$ cat src/rtl/if_stage_if.sv
// Bundle of the fetch-stage signals: hazard-unit and ID-stage controls,
// the instruction-memory port, and the IF/ID-facing results.
interface if_stage_if;
  logic        pc_write;
  logic        branch_taken;
  logic [31:0] branch_target;
  logic        jump;
  logic [31:0] jump_target;
  logic [31:0] imem_rdata;
  logic        imem_ready;
  logic [31:0] imem_addr;
  logic [31:0] pc_plus4_out;
  logic [31:0] inst_out;
  logic        if_id_write;
  logic        if_flush;
  logic [31:0] fetch_count;

  // Surrounding pipeline / memory side
  modport master (
    output pc_write, branch_taken, branch_target, jump, jump_target,
           imem_rdata, imem_ready,
    input  imem_addr, pc_plus4_out, inst_out, if_id_write, if_flush,
           fetch_count
  );

  // Fetch stage side
  modport slave (
    input  pc_write, branch_taken, branch_target, jump, jump_target,
           imem_rdata, imem_ready,
    output imem_addr, pc_plus4_out, inst_out, if_id_write, if_flush,
           fetch_count
  );
endinterface

$ cat src/rtl/if_stage.sv
// Instruction-fetch stage: owns the PC, picks the next PC (sequential,
// branch, jump), remembers redirects that arrive during a stall, and
// drives the IF/ID write-enable / flush controls plus a fetch counter.
module if_stage #(
  parameter logic [31:0] RESET_PC = 32'h0000_0000
) (
  input logic       clk,
  input logic       rst,
  if_stage_if.slave bus
);

  logic [31:0] pc_q, pc_d;
  logic        pend_valid_q, pend_valid_d;
  logic [31:0] pend_target_q, pend_target_d;
  logic [31:0] fetch_count_q, fetch_count_d;

  logic        advance;
  logic        redirect_now;
  logic [31:0] target_now;
  logic [31:0] pc_plus4;

  // Jump wins over branch; low address bits are dropped so the PC stays
  // word aligned no matter what the ID stage hands us.
  assign advance      = bus.pc_write & bus.imem_ready;
  assign redirect_now = bus.jump | bus.branch_taken;
  assign target_now   = bus.jump ? {bus.jump_target[31:2], 2'b00}
                                 : {bus.branch_target[31:2], 2'b00};
  assign pc_plus4     = pc_q + 32'd4;

  // Next-state selection for PC, pending redirect and fetch counter
  always_comb begin
    pc_d          = pc_q;
    pend_valid_d  = pend_valid_q;
    pend_target_d = pend_target_q;
    fetch_count_d = fetch_count_q;
    if (advance) begin
      if (redirect_now)
        pc_d = target_now;
      else if (pend_valid_q)
        pc_d = pend_target_q;
      else
        pc_d = pc_plus4;
      // A live redirect supersedes anything pending, so pending always drops
      pend_valid_d  = 1'b0;
      fetch_count_d = fetch_count_q + 32'd1;
    end else if (redirect_now) begin
      // Latest redirect seen during the stall is the one that matters
      pend_valid_d  = 1'b1;
      pend_target_d = target_now;
    end
  end

  // State registers; reset discards any pending redirect
  always_ff @(posedge clk or posedge rst) begin
    if (rst) begin
      pc_q          <= RESET_PC;
      pend_valid_q  <= 1'b0;
      pend_target_q <= 32'h0000_0000;
      fetch_count_q <= 32'h0000_0000;
    end else begin
      pc_q          <= pc_d;
      pend_valid_q  <= pend_valid_d;
      pend_target_q <= pend_target_d;
      fetch_count_q <= fetch_count_d;
    end
  end

  // Outputs are pure functions of current inputs and state. The flush
  // squashes the wrong-path slot on a redirect and inserts a bubble while
  // memory is not ready; a plain stall freezes IF/ID without flushing.
  assign bus.imem_addr    = pc_q;
  assign bus.pc_plus4_out = pc_plus4;
  assign bus.inst_out     = bus.imem_rdata;
  assign bus.if_id_write  = bus.pc_write;
  assign bus.if_flush     = (advance & (redirect_now | pend_valid_q)) |
                            (bus.pc_write & ~bus.imem_ready);
  assign bus.fetch_count  = fetch_count_q;

endmodule

$ cat src/flat_wrapper.sv
// flat-port wrapper written by rule: the top's interface ports become plain ports
module if_stage_flat 
#(
  parameter logic [31:0] RESET_PC = 32'h0000_0000
)
  (clk, rst, bus_pc_write, bus_branch_taken, bus_branch_target, bus_jump, bus_jump_target, bus_imem_rdata, bus_imem_ready, bus_imem_addr, bus_pc_plus4_out, bus_inst_out, bus_if_id_write, bus_if_flush, bus_fetch_count);
  if_stage_if bus_i ();
  input logic clk;
  input logic rst;
  input wire logic [$bits(bus_i.pc_write)-1:0] bus_pc_write;
  input wire logic [$bits(bus_i.branch_taken)-1:0] bus_branch_taken;
  input wire logic [$bits(bus_i.branch_target)-1:0] bus_branch_target;
  input wire logic [$bits(bus_i.jump)-1:0] bus_jump;
  input wire logic [$bits(bus_i.jump_target)-1:0] bus_jump_target;
  input wire logic [$bits(bus_i.imem_rdata)-1:0] bus_imem_rdata;
  input wire logic [$bits(bus_i.imem_ready)-1:0] bus_imem_ready;
  output wire logic [$bits(bus_i.imem_addr)-1:0] bus_imem_addr;
  output wire logic [$bits(bus_i.pc_plus4_out)-1:0] bus_pc_plus4_out;
  output wire logic [$bits(bus_i.inst_out)-1:0] bus_inst_out;
  output wire logic [$bits(bus_i.if_id_write)-1:0] bus_if_id_write;
  output wire logic [$bits(bus_i.if_flush)-1:0] bus_if_flush;
  output wire logic [$bits(bus_i.fetch_count)-1:0] bus_fetch_count;
  assign bus_i.pc_write = bus_pc_write;
  assign bus_i.branch_taken = bus_branch_taken;
  assign bus_i.branch_target = bus_branch_target;
  assign bus_i.jump = bus_jump;
  assign bus_i.jump_target = bus_jump_target;
  assign bus_i.imem_rdata = bus_imem_rdata;
  assign bus_i.imem_ready = bus_imem_ready;
  assign bus_imem_addr = bus_i.imem_addr;
  assign bus_pc_plus4_out = bus_i.pc_plus4_out;
  assign bus_inst_out = bus_i.inst_out;
  assign bus_if_id_write = bus_i.if_id_write;
  assign bus_if_flush = bus_i.if_flush;
  assign bus_fetch_count = bus_i.fetch_count;
  if_stage #(.RESET_PC(RESET_PC)) u_core (.clk(clk), .rst(rst), .bus(bus_i));
endmodule
$ cat config.mk
export PLATFORM = sky130hd
export DESIGN_NAME = if_stage_flat
export DESIGN_NICKNAME = d
export VERILOG_FILES = /design/src/rtl/if_stage_if.sv /design/src/rtl/if_stage.sv /design/src/flat_wrapper.sv
export SDC_FILE = /design/constraint.sdc
export NUM_CORES = 1
export LEC_CHECK = 0
export CAP_MARGIN = 20
export CORE_MARGIN = 8
export CORE_UTILIZATION = 40
export DETAILED_ROUTE_END_ITERATION = 7
export PLACE_DENSITY = 0.77
export SETUP_SLACK_MARGIN = 0.1
export SLEW_MARGIN = 10
export SYNTH_ARGS = -nofsm -noshare
export SYNTH_HDL_FRONTEND = slang
export SYNTH_SLANG_ARGS = --single-unit
export TNS_END_PERCENT = 50
$ cat constraint.sdc
create_clock -name clk -period 3.5 [get_ports clk]
set_clock_uncertainty 0.05 [all_clocks]
set_input_delay 1.05 -clock clk [delete_from_list [all_inputs] [get_ports clk]]
set_output_delay 1.05 -clock clk [all_outputs]
set_load 0.02 [all_outputs]
# Word-level counts from Yosys, hierarchy flattened
# Cells that the tools add are included.
op_classes:
  addsub: 2
  n_mux: 5
  bitwise_logic: 8
  n_reduce_logical: 2
op_table:
  columns: ["operator", "count"]
  rows:
  - ["two-way mux 32 bit", 3]
  - ["adder 32 x 1 -> 32 bit, second input constant", 1]
  - ["adder 32 x 3 -> 32 bit, second input constant", 1]
  - ["bitwise AND 1 bit", 3]
  - ["OR 1 bit", 3]
  - ["two-way mux 1 bit", 2]
  - ["NOT 1 bit", 2]
  - ["AND reduction 2 bit", 1]
  - ["nonzero test 2 bit", 1]
totals:
  register_bits: 97
  in_bits: 102
  out_inout_bits: 130
  wordCells: 21

# Depth between registers and ports, before layout
# Gate-level depths: netlist (run 1).
depth:
  ltp_word: 4
  ltp_mapped: 8
  mapped_depth_nobuf: 6

# Worst setup path after synthesis (run 1)
# Ideal clock, no wire load.
synth_timing:
  path_type: "input to output"
  start: "input bus_branch_taken"
  end: "output bus_if_flush"
  arrival_ns: 2.271
  slack_ns: 0.129
  stages: 5
  n_path_buf: 2
  path_cell_list: "clkbuf_1 or2_2 clkbuf_1 nor2_1 a21boi_0"
synth_via:
  elab_chain_cells: 4
synth_lines:
  columns: ["item", "line", "text"]
  rows:
  - ["from (decl)", "flat_wrapper.sv:11", "input wire logic [$bits(bus_i.branch_taken)-1:0] bus_branch_taken;"]
  - ["OR 1 bit", "if_stage.sv:25", "assign redirect_now = bus.jump | bus.branch_taken;"]
  - ["OR 1 bit", "if_stage.sv:75", "assign bus.if_flush = (advance & (redirect_now | pend_valid_q)) |"]
  - ["bitwise AND 1 bit", "if_stage.sv:75", null]
  - ["OR 1 bit", "if_stage.sv:75", null]
  - ["to (decl)", "flat_wrapper.sv:21", "output wire logic [$bits(bus_i.if_flush)-1:0] bus_if_flush;"]
# Every way passes these cells.

# Worst setup path after layout (run 1)
layout_timing:
  start: "input bus_pc_write"
  end: "output bus_if_id_write"
layout_lines:
  columns: ["item", "line", "text"]
  rows:
  - ["from (decl)", "flat_wrapper.sv:10", "input wire logic [$bits(bus_i.pc_write)-1:0] bus_pc_write;"]
  - ["to (decl)", "flat_wrapper.sv:20", "output wire logic [$bits(bus_i.if_id_write)-1:0] bus_if_id_write;"]
# No word-level cell between the ends.

==> results.ini, run 1 <==
[yosys]
async_flop_share_pct = 100
ys_warn_count = 0
syn_inst = 647
synth_top_area_share_pct = 40.0
synth_area_leaders = dfrtp_1, mux2i_1, xnor2_1, nand2_1, o21ai_0
yosys.cell_types.count = 59
ys_seq_area_share_pct = 40.0
synth_most_common_cell = dfrtp_1
synth_common_cells = dfrtp_1, nand2_1, o21ai_0, nor2_1, buf_4
ys.flop_type = dfrtp_1
yosysTopAreaCell = dfrtp_1
synth-seq-cells = 93
synth_enable_flop_cells = 0
synth_area_mm2 = 0.00581
avgSynthCellArea_um2 = 8.98

[global_routing]
grt_pass1_vias = 5494
antenna_found_initial = 0
grt_max_degree = 76
grt_use_total_pct = 19.4
grt_overflow = 0
grt_first_pass_wirelength_um = 28600

[floorplan]
die_width_um = 137
fp.coreArea_mm2 = 0.0144
pin_count = 232
die_area_mm2 = 0.0186
row_count = 44
initial_core_util_pct = 40.4
die_h_um = 137

[clock_tree]
clk_path_buf_depth = 2
cts.reportedPaths.clkPinSlew_ns = 0.06
root_buffer = clkbuf_16
cts.sinks = 93
htree_levels = 3
tritoncts = yes
insertion_delay_ns = 0.36
cts_buffers = 9

[placed_design]
place_hpwl_um = 13300
port_buffers = 159
dp_cells = 971
place.gp.congestion = 0.828

[critical_path]
cp_max_fo = 5
arrival_ns = 2.26
worstPathCellList = clkdlybuf4s50_1 > buf_4 > clkdlybuf4s50_1
r2r_slack_ns = 1.41
start_kind = input port
reg2reg_depth = 7
reg2reg_to = u_core.bus.imem_addr[7]$_DFFE_PP0P_
crit_slowest_cell = clkdlybuf4s50_1
timing.rr.start = u_core.pend_valid_q$_DFFE_PP0P_
crit_path_max_incr_delay_ns = 0.60
endpoint_kind = primary output
critical_path_class = input port to primary output
cp_common_cell = clkdlybuf4s50_1
worstPathRequired_ns = 2.40

[detailed_routing]
routed_wl_um = 18000
viasPerCell = 5.48
drt_iter0_drc = 399
num_vias = 5439
dr.pass1.iters = 5
drc = 0
wire_per_inst_um = 18.1
ant_nets = 0

[timing]
drv_slew = 0
tns_ns = 0
finalCriticalPeriod_ns = 3.36
rsz0062_at_grt = true
hold_slack_ns = 0.420
setup_viol = 0
worstMarginPinSlew_ns = 0.887
fin_crit_sh_pct = 96.1
timing.fmax_mhz = 297
maxSlewHeadroom_pct = 40.9
hold_violations = 0

[min_path]
hp-start = u_core.bus.fetch_count[31]$_DFFE_PP0P_
min_path_type = register to register
holdPathStages = 1
holdPathEnd = u_core.bus.fetch_count[31]$_DFFE_PP0P_

[power_and_ir_drop]
leakage_nw = 3.44
p_seq_share_pct = 38.3
power_frac_comb_pct = 33.2
p_total_mw = 3.46
pwr-share-clk_pct = 28.5
netSwitchingFraction_pct = 33.8
power.switching_mw = 1.17
p_per_area_mw_per_mm2 = 434
ir_drop_mv = 0.314
p_int_mw = 2.29

[cells_and_area]
layout-drive-gt1-share_pct = 13.6
post-route-util_pct = 55.5
nNetsFinal = 908
n_antenna_cell = 0
area_growth_pct = 37.3
fin_cells = 993

[run_status]
status = finished clean

[run]
cap_violations = 0

[cells by family after synthesis]
logic type                 synth area share [%]
adders and majority gates                 0.431
xor gates and xnor gates                   8.59
other                                    0.0645
muxes                                      6.98
AOI/OAI and AO/OA                          15.3
buffers and inverters                      7.97
and+or+nand+nor                            20.6
DFF                                        40.0
[state kept, by name, indices dropped and copies added (netlist names)]
name	flops
u_core.pend_target_q	30
u_core.bus.fetch_count	32
u_core.bus.imem_addr	30
u_core.pend_valid_q	1
[area by class of cell]
type,count,area [um^2]
fillers,1271,6390
flip-flops and latches,93,2330
clock inverters,5,60.1
well taps,184,230
clock buffers,11,233
multi-input cells,473,3070
repair buffers,215,2010
inverters,12,48.8
[worst max-delay path by stage]
stage	start	endpoint	cells after the start
after floorplan	bus_branch_taken	bus_if_flush	5
after global placement	bus_branch_taken	bus_if_flush	6
after detailed placement	bus_branch_taken	bus_if_flush	6
after CTS	u_core.bus.imem_addr[3]$_DFFE_PP0P_	bus_pc_plus4_out[8]	6
after global routing	u_core.bus.imem_addr[5]$_DFFE_PP0P_	bus_pc_plus4_out[13]	6
final	bus_pc_write	bus_if_id_write	3
[metrics by stage]
stage / setup WS (ns) / cell area, um^2
final: 0.136 / 7980
after global routing: 0.0407 / 7980
after detailed placement: -0.309 / 7630
after global placement: -0.313 / 7630
after CTS: 0.101 / 7960
after floorplan: 0.129 / 5830
[power groups by stage]
| stage | clock network [mW] | registers, mW | logic (mW) |
|---|---|---|---|
| 3_3_place_gp | 0 | 1.34 | 1.15 |
| 3_5_place_dp | 0 | 1.34 | 1.16 |
| 5_1_grt | 1.05 | 1.34 | 1.24 |
| 6_report | 0.988 | 1.33 | 1.15 |
| 4_1_cts | 1.02 | 1.32 | 1.15 |
| 2_1_floorplan | 0 | 1.45 | 0.509 |
[layout by cell type (no fill, tap or decap), types with 19 or more instances in the layout]
master,count
dfrtp_1,93
nand2_1,77
xnor2_1,35
xor2_1,22
nand3_1,19
clkdlybuf4s50_1,132
a21oi_1,23
o21ai_0,56
nor2_1,48
mux2i_1,36
buf_4,54
[layer usage]
layer | global-route usage [%] | up-vias | part of all wire (%)
li1 | - | 2584 | -
met1 | 24.1 | 2628 | 42
met2 | 31.0 | 198 | 47
met3 | 6.28 | 29 | 8.5
met4 | 7.08 | 0 | 2.0
met5 | 0 | - | 0
[worst max-delay path: cells and delay by family]
kind     cells  cell delay (ns)
buf+inv      3             1.21
[what timing repair did]
| item | 4_1_cts | 5_1_grt |
|---|---|---|
| endpoints found under the setup margin | 24 | 21 |
| buffers inserted | 4 | 2 |
| resized for setup | 45 | 14 |
| pin swaps | 3 | 3 |
| hold buffers | 0 | 0 |
(Power assumes the default switching activity.)
==> run 2, diff against run 1 <==
--- a/config.mk
+++ b/config.mk
@@ -7,9 +7,9 @@
 export LEC_CHECK = 0
 export CAP_MARGIN = 20
 export CORE_MARGIN = 8
-export CORE_UTILIZATION = 40
+export CORE_UTILIZATION = 48
 export DETAILED_ROUTE_END_ITERATION = 7
-export PLACE_DENSITY = 0.77
+export PLACE_DENSITY = 0.86
 export SETUP_SLACK_MARGIN = 0.1
 export SLEW_MARGIN = 10
 export SYNTH_ARGS = -nofsm -noshare
==> constraint.sdc (replaced) <==
create_clock -name clk -period 4.3 [get_ports clk]
set_clock_uncertainty 0.05 [all_clocks]
set_input_delay 1.29 -clock clk [delete_from_list [all_inputs] [get_ports clk]]
set_output_delay 1.29 -clock clk [all_outputs]
set_load 0.02 [all_outputs]
==> run 2 against run 1 <==
Against the previous run:
- largest power group unchanged
- cell count is 7.7% lower
- combinational power is 26% lower
- sequential power is 16% lower
==> results.ini, run 2 (same netlist as run 1, synthesis figures left out) <==
[run_status]
status = finished clean  ; unchanged

[placed_design]
place_hpwl_um = 13200  ; was 13,300 um
place.gp.congestion = 0.903  ; was 0.828
dp_cells = 901  ; was 971
port_buffers = 159  ; unchanged

[cells_and_area]
area_growth_pct = 31.8  ; was 37.3%
post-route-util_pct = 64.3  ; was 55.5%
fin_cells = 917  ; was 993
nNetsFinal = 870  ; was 908
layout-drive-gt1-share_pct = 7.53  ; was 13.6%
largest_reg_flops = 32  ; unchanged
layout_common_cells = clkdlybuf4s50_1, dfrtp_1, nand2_1  ; unchanged
n_antenna_cell = 0  ; unchanged
final_common_cell = clkdlybuf4s50_1  ; unchanged

[clock_tree]
htree_levels = 3  ; unchanged
tritoncts = yes  ; unchanged
cts_buffers = 9  ; unchanged
clk_path_buf_depth = 2  ; unchanged
insertion_delay_ns = 0.34  ; was 0.36 ns
root_buffer = clkbuf_16  ; unchanged
cts.sinks = 93  ; unchanged
cts.reportedPaths.clkPinSlew_ns = 0.06  ; about the same

[critical_path]
worstPathCellList = nand3_4 > or4_4 > nor4_4 > xor2_1 > clkdlybuf4s50_1  ; was clkdlybuf4s50_1 > buf_4 > clkdlybuf4s50_1
crit_slowest_cell = clkdlybuf4s50_1  ; unchanged
critical_path_class = register to primary output  ; was input port to primary output
r2r_slack_ns = 1.94  ; was 1.41 ns
arrival_ns = 2.80  ; was 2.26 ns
crit_path_max_incr_delay_ns = 0.62  ; was 0.60 ns
cp_max_fo = 7  ; was 5
worstPathRequired_ns = 2.96  ; was 2.40 ns
reg2reg_to = u_core.bus.imem_addr[7]$_DFFE_PP0P_  ; unchanged
endpoint_kind = primary output  ; unchanged
start_kind = register  ; was input port
timing.rr.start = u_core.pend_valid_q$_DFFE_PP0P_  ; unchanged
reg2reg_depth = 6  ; was 7

[global_routing]
grt_overflow = 0  ; unchanged
grt_pass1_vias = 5619  ; was 5,494
grt_use_total_pct = 22.2  ; was 19.4%
grt_max_degree = 76  ; unchanged
antenna_found_initial = 0  ; unchanged
grt_first_pass_wirelength_um = 28800  ; was 28,600 um

[min_path]
min_path_type = register to register  ; unchanged
hp-start = u_core.bus.fetch_count[31]$_DFFE_PP0P_  ; unchanged
holdPathStages = 1  ; unchanged
holdPathEnd = u_core.bus.fetch_count[31]$_DFFE_PP0P_  ; unchanged

[timing]
worstMarginPinSlew_ns = 0.893  ; was 0.887 ns
tns_ns = 0  ; unchanged
hold_slack_ns = 0.435  ; was 0.420 ns
hold_violations = 0  ; unchanged
fin_crit_sh_pct = 96.2
maxSlewHeadroom_pct = 40.4  ; was 40.9%
rsz0062_at_grt = true  ; unchanged
setup_viol = 0  ; unchanged
timing.fmax_mhz = 242
finalCriticalPeriod_ns = 4.14
drv_slew = 0  ; unchanged

[floorplan]
die_area_mm2 = 0.0159  ; was 0.0186 mm^2
fp.coreArea_mm2 = 0.0119  ; was 0.0144 mm^2
row_count = 40  ; was 44
pin_count = 232  ; unchanged
initial_core_util_pct = 48.8  ; was 40.4%
die_h_um = 126  ; was 137 um
die_width_um = 126  ; was 137 um

[power_and_ir_drop]
p_total_mw = 2.79  ; was 3.46 mW
ir_drop_mv = 0.253  ; was 0.314 mV
leakage_nw = 3.21  ; was 3.44 nW
p_per_area_mw_per_mm2 = 364  ; was 434 mW/mm^2

[detailed_routing]
dr.pass1.iters = 8  ; was 5
drc = 0  ; unchanged
viasPerCell = 6.07  ; was 5.48
routed_wl_um = 17900  ; was 18,000 um
ant_nets = 0  ; unchanged
drt_iter0_drc = 579  ; was 399
num_vias = 5569  ; was 5,439
wire_per_inst_um = 19.5  ; was 18.1 um

[run]
cap_violations = 0  ; unchanged

## run 2: cell types whose count changed in the layout (fill, tap and decap cells not counted), sizes merged
cell           change
clkdlybuf4s50     +24
clkdlybuf4s15      -5
clkbuf             -3
clkinv             -2
dlymetal6s2s       -1
dlygate4sd2       -13
buf               -39
## run 2: power by group
group          internal [mW]  switching [mW]  total (mW)
Sequential             0.980           0.144        1.12
Clock                  0.479           0.331       0.810
Combinational          0.403           0.452       0.856
## run 2: how the worst max path moves through the flow
| stage | start | end | cells after the start |
|---|---|---|---|
| finish | u_core.bus.imem_addr[13]$_DFFE_PP0P_ | bus_pc_plus4_out[25] | 5 |
| global route | u_core.bus.imem_addr[13]$_DFFE_PP0P_ | bus_pc_plus4_out[25] | 5 |
| CTS | u_core.bus.imem_addr[14]$_DFFE_PP0P_ | bus_pc_plus4_out[25] | 5 |
| detailed placement | bus_branch_taken | bus_if_flush | 5 |
| global placement | bus_branch_taken | bus_if_flush | 5 |
| floorplan | bus_branch_taken | bus_if_flush | 5 |
## run 2: per-stage QoR
| step | setup WS, ns | cell area (um^2) |
|---|---|---|
| 2_1_floorplan | 0.449 | 5820 |
| 3_3_place_gp | -0.0188 | 7330 |
| 3_5_place_dp | -0.0407 | 7330 |
| 4_1_cts | 0.0865 | 7630 |
| 5_1_grt | 0.0281 | 7660 |
| 6_report | 0.164 | 7660 |
## run 2: worst max-delay path: cells and delay by family, from the launching register on
family | cells | cell delay (ns)
DFF | 1 | 0.50
buffers and inverters | 1 | 0.62
xor gates and xnor gates | 1 | 0.19
and+or+nand+nor | 3 | 1.14
## run 2: metal layers
metal	wire length, um	GRT usage [%]
met5	0	0
met4	426	8.28
met3	1890	7.47
met2	8350	36.6
met1	7210	26.3
## run 2: final cells by class
class / count / area, um^2
Fill cell: 961 / 4250
Multi-Input combinational cell: 473 / 3050
Sequential cell: 93 / 2330
Timing Repair Buffer: 177 / 1750
Clock buffer: 12 / 256
Tap cell: 147 / 184
Inverter: 12 / 47.5
Clock inverter: 3 / 45.0
## run 2: what timing repair did
item / CTS / global route
endpoints found under the hold margin: 0 / 0
gates resized for setup: 2 / 5
endpoints found under the setup margin: 3 / 11
pin swaps: 0 / 1
setup buffers: 0 / 1
gates cloned: 0 / 0
hold buffers: 0 / 0
==> run 3, diff against run 2 <==
--- a/config.mk
+++ b/config.mk
@@ -7,9 +7,11 @@
 export LEC_CHECK = 0
 export CAP_MARGIN = 20
 export CORE_MARGIN = 8
-export CORE_UTILIZATION = 48
+export CORE_UTILIZATION = 49
+export CTS_BUF_LIST = sky130_fd_sc_hd__clkbuf_8
 export DETAILED_ROUTE_END_ITERATION = 7
-export PLACE_DENSITY = 0.86
+export HOLD_SLACK_MARGIN = 0.05
+export PLACE_DENSITY = 0.88
 export SETUP_SLACK_MARGIN = 0.1
 export SLEW_MARGIN = 10
 export SYNTH_ARGS = -nofsm -noshare
==> run 3 against run 2 <==
Against the previous run:
- sequential share of layout area is 0.66 points higher
- non-clock buffer count is 5 lower
- cell count decreased by 0.98%
- via count is 0.77% lower
- clock power shrank 25%
- sequential power hardly changed
- first-iteration DRC count increased by 10%
- maximum frequency shrank 0.29%
- combinational power fell by 2%
- clock-buffer cell count decreased by 1
- core utilization grew 0.89 points
==> results.ini, run 3 (same netlist as run 1, synthesis figures left out) <==
[run_status]
status = finished clean  ; unchanged

[global_routing]
grt_pass1_vias = 5570  ; was 5,619
antenna_found_initial = 0  ; unchanged
grt_max_degree = 76  ; unchanged
grt_first_pass_wirelength_um = 28700  ; was 28,800 um
grt_use_total_pct = 22.2  ; about the same
grt_overflow = 0  ; unchanged

[cells_and_area]
nNetsFinal = 865  ; was 870
area_growth_pct = 29.1  ; was 31.8%
stdcell_area_mm2 = 0.00751  ; was 0.00766 mm^2
fin_cells = 908  ; was 917
n_fill_cell = 909  ; was 961
layout_common_cells = clkdlybuf4s50_1, dfrtp_1, nand2_1  ; unchanged
final-seq-area_mm2 = 0.00233  ; about the same
largest_reg_flops = 32  ; unchanged
multi_input_area_mm2 = 0.00304  ; was 0.00305 mm^2
layout-drive-gt1-share_pct = 7.45  ; was 7.53%
n_antenna_cell = 0  ; unchanged
final_common_cell = clkdlybuf4s50_1  ; unchanged

[floorplan]
fp.coreArea_mm2 = 0.0115  ; was 0.0119 mm^2
pin_count = 232  ; unchanged
die_area_mm2 = 0.0156  ; was 0.0159 mm^2
initial_core_util_pct = 50.5  ; was 48.8%
die_h_um = 125  ; was 126 um
row_count = 39  ; was 40
die_width_um = 125  ; was 126 um

[critical_path]
cp_top_family = simple AND/OR/NAND/NOR gates  ; unchanged
arrival_ns = 2.81  ; was 2.80 ns
crit_slowest_cell = clkdlybuf4s50_1  ; unchanged
worstPathRequired_ns = 2.96  ; about the same
cp_max_fo = 7  ; unchanged
r2r_slack_ns = 1.96  ; was 1.94 ns
start_kind = register  ; unchanged
endpoint_kind = primary output  ; unchanged
crit_path_max_incr_delay_ns = 0.65  ; was 0.62 ns
path_buf_inv = 1  ; unchanged
worstPathCellList = nand4_2 > nor3_2 > nand3_1 > xnor2_1 > clkdlybuf4s50_1  ; was nand3_4 > or4_4 > nor4_4 > xor2_1 > clkdlybuf4s50_1
critical_path_class = register to primary output  ; unchanged

[timing]
tns_ns = 0  ; unchanged
drv_slew = 0  ; unchanged
hold_violations = 0  ; unchanged
maxSlewHeadroom_pct = 38.6  ; was 40.4%
finalCriticalPeriod_ns = 4.15  ; was 4.14 ns
setup_viol = 0  ; unchanged
rsz0062_at_grt = true  ; unchanged
fin_crit_sh_pct = 96.5  ; was 96.2%
worstMarginPinSlew_ns = 0.921  ; was 0.893 ns
worst_slack_ns = 0.152  ; was 0.164 ns
timing.fmax_mhz = 241  ; was 242 MHz

[placed_design]
place.gp.congestion = 0.874  ; was 0.903
post_dp_cell_area_mm2 = 0.00728  ; was 0.00733 mm^2
place_hpwl_um = 13100  ; was 13,200 um
dp_slack_ns = -0.0531  ; was -0.0407 ns
port_buffers = 159  ; unchanged
dp_cells = 893  ; was 901

[power_and_ir_drop]
p_per_area_mw_per_mm2 = 343  ; was 364 mW/mm^2
leakage_nw = 3.16  ; was 3.21 nW
ir_drop_mv = 0.188  ; was 0.253 mV

[clock_tree]
cts.sinks = 93  ; unchanged
htree_levels = 3  ; unchanged
insertion_delay_ns = 0.37  ; was 0.34 ns
clk_path_buf_depth = 2  ; unchanged
root_buffer = clkbuf_8  ; was clkbuf_16
cts.reportedPaths.clkPinSlew_ns = 0.10  ; was 0.06 ns
cts_buffers = 9  ; unchanged
tritoncts = yes  ; unchanged

[detailed_routing]
num_vias = 5526  ; was 5,569
ant_nets = 0  ; unchanged
dr.pass1.iters = 5  ; was 8
drc = 0  ; unchanged
drt_iter0_drc = 637  ; was 579
viasPerCell = 6.09  ; was 6.07
routed_wl_um = 17600  ; was 17,900 um
wire_per_inst_um = 19.4  ; was 19.5 um

[min_path]
min_path_type = register to register  ; unchanged

[run]
cap_violations = 0  ; unchanged

## run 3: changes by cell type in the layout (fill, tap and decap cells not counted), moves of 2 or more
cell / before / now
clkdlybuf4s50_1: 156 / 154
dlymetal6s2s_1: 1 / 3
buf_4: 16 / 12
dfrtp_2: 2 / 5
dfrtp_1: 91 / 88
clkbuf_8: 2 / 11
clkbuf_16: 9 / 0
## run 3: path summary, 6_finish.rpt
| check | startpoint | end | cells past startpoint |
|---|---|---|---|
| min in group asynchronous | rst | u_core.pend_target_q[20]$_DFFE_PP0P_ | 2 |
| hold / removal | u_core.bus.fetch_count[31]$_DFFE_PP0P_ | u_core.bus.fetch_count[31]$_DFFE_PP0P_ | 1 |
| setup reg to reg | u_core.pend_valid_q$_DFFE_PP0P_ | u_core.bus.imem_addr[24]$_DFFE_PP0P_ | 6 |
| hold reg to reg | u_core.bus.fetch_count[31]$_DFFE_PP0P_ | u_core.bus.fetch_count[31]$_DFFE_PP0P_ | 1 |
| setup / recovery | u_core.bus.imem_addr[7]$_DFFE_PP0P_ | bus_pc_plus4_out[19] | 5 |
| max in group asynchronous | rst | u_core.bus.imem_addr[16]$_DFFE_PP0P_ | 3 |
## run 3: timing repair
action,4_1_cts,5_1_grt
gates cloned,0,0
hold endpoints to repair,0,0
gates resized for setup,5,7
pin swaps,0,1
endpoints found under the setup margin,4,15
buffers inserted,0,0
hold buffers,0,0
## run 3: cell type report
type | instances | area share [%]
repair buffers | 172 | 22.7
multi-input cells | 473 | 40.6
well taps | 143 | 2.38
clock inverters | 4 | 0.650
clock buffers | 11 | 2.02
inverters | 12 | 0.617
flip-flops and latches | 93 | 31.1
## run 3: layer usage
layer / track usage (%) / wire length, um
met2: 36.7 / 8540
met5: 0 / 0
met4: 10.0 / 436
met3: 5.57 / 1600
met1: 26.8 / 7000
## run 3: worst reg2reg max path, cell delays in order, from the launching register on
cell and delay [ns]:
dfrtp_1 0.33, buf_4 0.31, clkinv_1 0.37, nand2_1 0.65
nor2_1 0.09, a221oi_1 0.32, o2bb2ai_1 0.10
## run 3: report_power, final
group	internal, mW	leakage [nW]	switching [mW]
clock	0.296	0.0988	0.311
combinational	0.397	1.90	0.441
sequential	0.980	1.16	0.147
## run 3: through the flow
stage	power, mW	util (%)	hold slack [ns]
6_report	2.57	65.2	0.426
5_1_grt	2.69	65.2	0.440
2_1_floorplan	1.59	-	0.391
3_5_place_dp	1.97	63.2	0.421
3_3_place_gp	1.95	63.2	0.406
4_1_cts	2.58	65.0	0.436
==> RTL change, RTL diff (settings of run 3) <==
Reset style: synchronous (`rst`), changed in one clocked block.
--- a/src/rtl/if_stage.sv
+++ b/src/rtl/if_stage.sv
@@ -52,5 +52,5 @@
 
   // State registers; reset discards any pending redirect
-  always_ff @(posedge clk or posedge rst) begin
+  always_ff @(posedge clk) begin
     if (rst) begin
       pc_q          <= RESET_PC;
Behaviour: differs if rst is asserted again (counterexample within 4 cycles, from zero or initial values and one cycle with rst high); with rst held inactive, the same outputs for 10 cycles.
==> RTL change against run 3 <==
Sequential cell count stayed put. Synthesized area is 2.5% lower. Setup slack better by 0.020 ns. Critical path type unchanged. Routed wire length is 4.1% lower. Largest cell class unchanged. Cell area is 2.6% lower. Power is 21% lower. Synthesized cell count is 9.3% higher. Critical path depth is 1 higher. Count of clock-buffer cells in the layout is 2 lower.
==> RTL change: results (changes against run 3) <==
| Metric | Value |
|---|---|
| CLK BUF | `9 (was 11)` |
| Post-layout util | `64.3% (was 65.2%)` |
| M1 GR Usage | `26.1% (was 26.8%)` |
| Top cells by area, synth | `dfxtp_1, nor2_1, buf_4 (was dfrtp_1, mux2i_1, xnor2_1)` |
| Leakage | `2.67 nW (was 3.16 nW)` |
| Critical path's top delay family | `buffers and inverters (was simple AND/OR/NAND/NOR gates)` |
| Post-Synth XOR/XNOR Area | `7.72% (was 8.59%)` |
| Number of DRC markers in iteration 0 | `472 (was 637)` |
| FFs w/ async S/R, synth | `0% (was 100%)` |
| Met2 Track Usage GR | `36.1% (was 36.7%)` |
| Root Buffer | `clkbuf_8 (unchanged)` |
| Pre-CTS WS | `0.0764 ns (was -0.0531 ns)` |
| Commonest cells post-synth | `nor2_1, dfxtp_1, a21oi_1, buf_4 (was dfrtp_1, nand2_1, o21ai_0)` |
| Drt wl/cell | `17.6 µm (was 19.4 µm)` |
| Share of layout cells above drive strength 1 | `7.12% (was 7.45%)` |
| Tightest Pin Transition | `0.794 ns (was 0.921 ns)` |
| Outcome | `completed (unchanged)` |
| Nets@finish | `914 (was 865)` |
| Register share of the cell area | `25.5% (was 31.1%)` |
| Met2 wire len | `8020 µm (was 8540 µm)` |
| Internal | `1.43 mW (was 1.67 mW)` |
| Placed cells | `942 (was 893)` |
| RePlAce Congestion | `0.867 (was 0.874)` |
| Global-route wire length before repair | `26700 µm (was 28700 µm)` |
| Proportion of synthesized area in mux cells | `6.16% (was 6.98%)` |
| Post-synthesis sequential area ratio | `32.8% (was 40.0%)` |
| CP arrival | `2.79 ns (was 2.81 ns)` |
| Vias in the first global route | `5446 (was 5570)` |
| Fraction of area in multi-input gates | `45.5% (was 40.6%)` |
| Worst VDD drop | `0.140 mV (was 0.188 mV)` |
| Post-synthesis adder-cell area fraction | `0.441% (was 0.431%)` |
| Grt met3 use | `6.16% (was 5.57%)` |
| CP max FO | `6 (was 7)` |
| Met1 Routed Length | `6820 µm (was 7000 µm)` |
| Flop pwr share | `46.8% (was 43.8%)` |
| Via count | `5598 (was 5526)` |
| Number of distinct library cells after synthesis | `60 (was 59)` |
| Mean Syn Cell Area | `8.02 µm² (was 8.98 µm²)` |
| Pin count of the biggest net entering global routing | `65 (was 76)` |
| Most used DFF post-synth | `dfxtp_1 (was dfrtp_1)` |
| Clock-cell share | `2.94% (was 2.67%)` |
| Inverters, non-clock | `12 (unchanged)` |
| Total Routing Usage GR | `21.7% (was 22.2%)` |
| Synth Area in Compound Gates | `16.9% (was 15.3%)` |
| Fillers | `992 (was 909)` |
| Wire length on met3 | `1600 µm (about the same)` |
| Non-clk buf share | `23.0% (was 22.7%)` |
| Post-cts resize count | `1 (was 5)` |
## RTL change: changes by cell type after synthesis, sizes merged, moves of 9 or more
cell	run 3	this run
a211oi	1	36
nand2b	3	14
a22oi	10	0
nand2	78	34
dfxtp	0	93
nor3	13	28
o21ai	57	17
nor2	49	99
clkbuf	22	36
dfrtp	93	0
mux2i	36	27
a21oi	23	37
## RTL change: final timing paths
kind                                  from                        to  slack (ns)  depth (start not counted)
hold / removal    u_core.pend_target_q[14]  u_core.pend_target_q[14]        0.44                          2
hold reg to reg   u_core.pend_target_q[14]  u_core.pend_target_q[14]        0.44                          2
setup / recovery   u_core.bus.imem_addr[3]      bus_pc_plus4_out[16]        0.17                          6
setup reg to reg   u_core.bus.imem_addr[3]  u_core.bus.imem_addr[24]        2.14                          6
## RTL change: kinds of logic after synthesis
kind of cell             count (synthesis)
AND/OR/NAND/NOR                        291
AO/OA/AOI/OAI                          141
buffers and inverters                   95
flip-flops                              93
XOR/XNOR                                50
multiplexers                            34
adder cells (fa/ha/maj)                  2
other                                    1
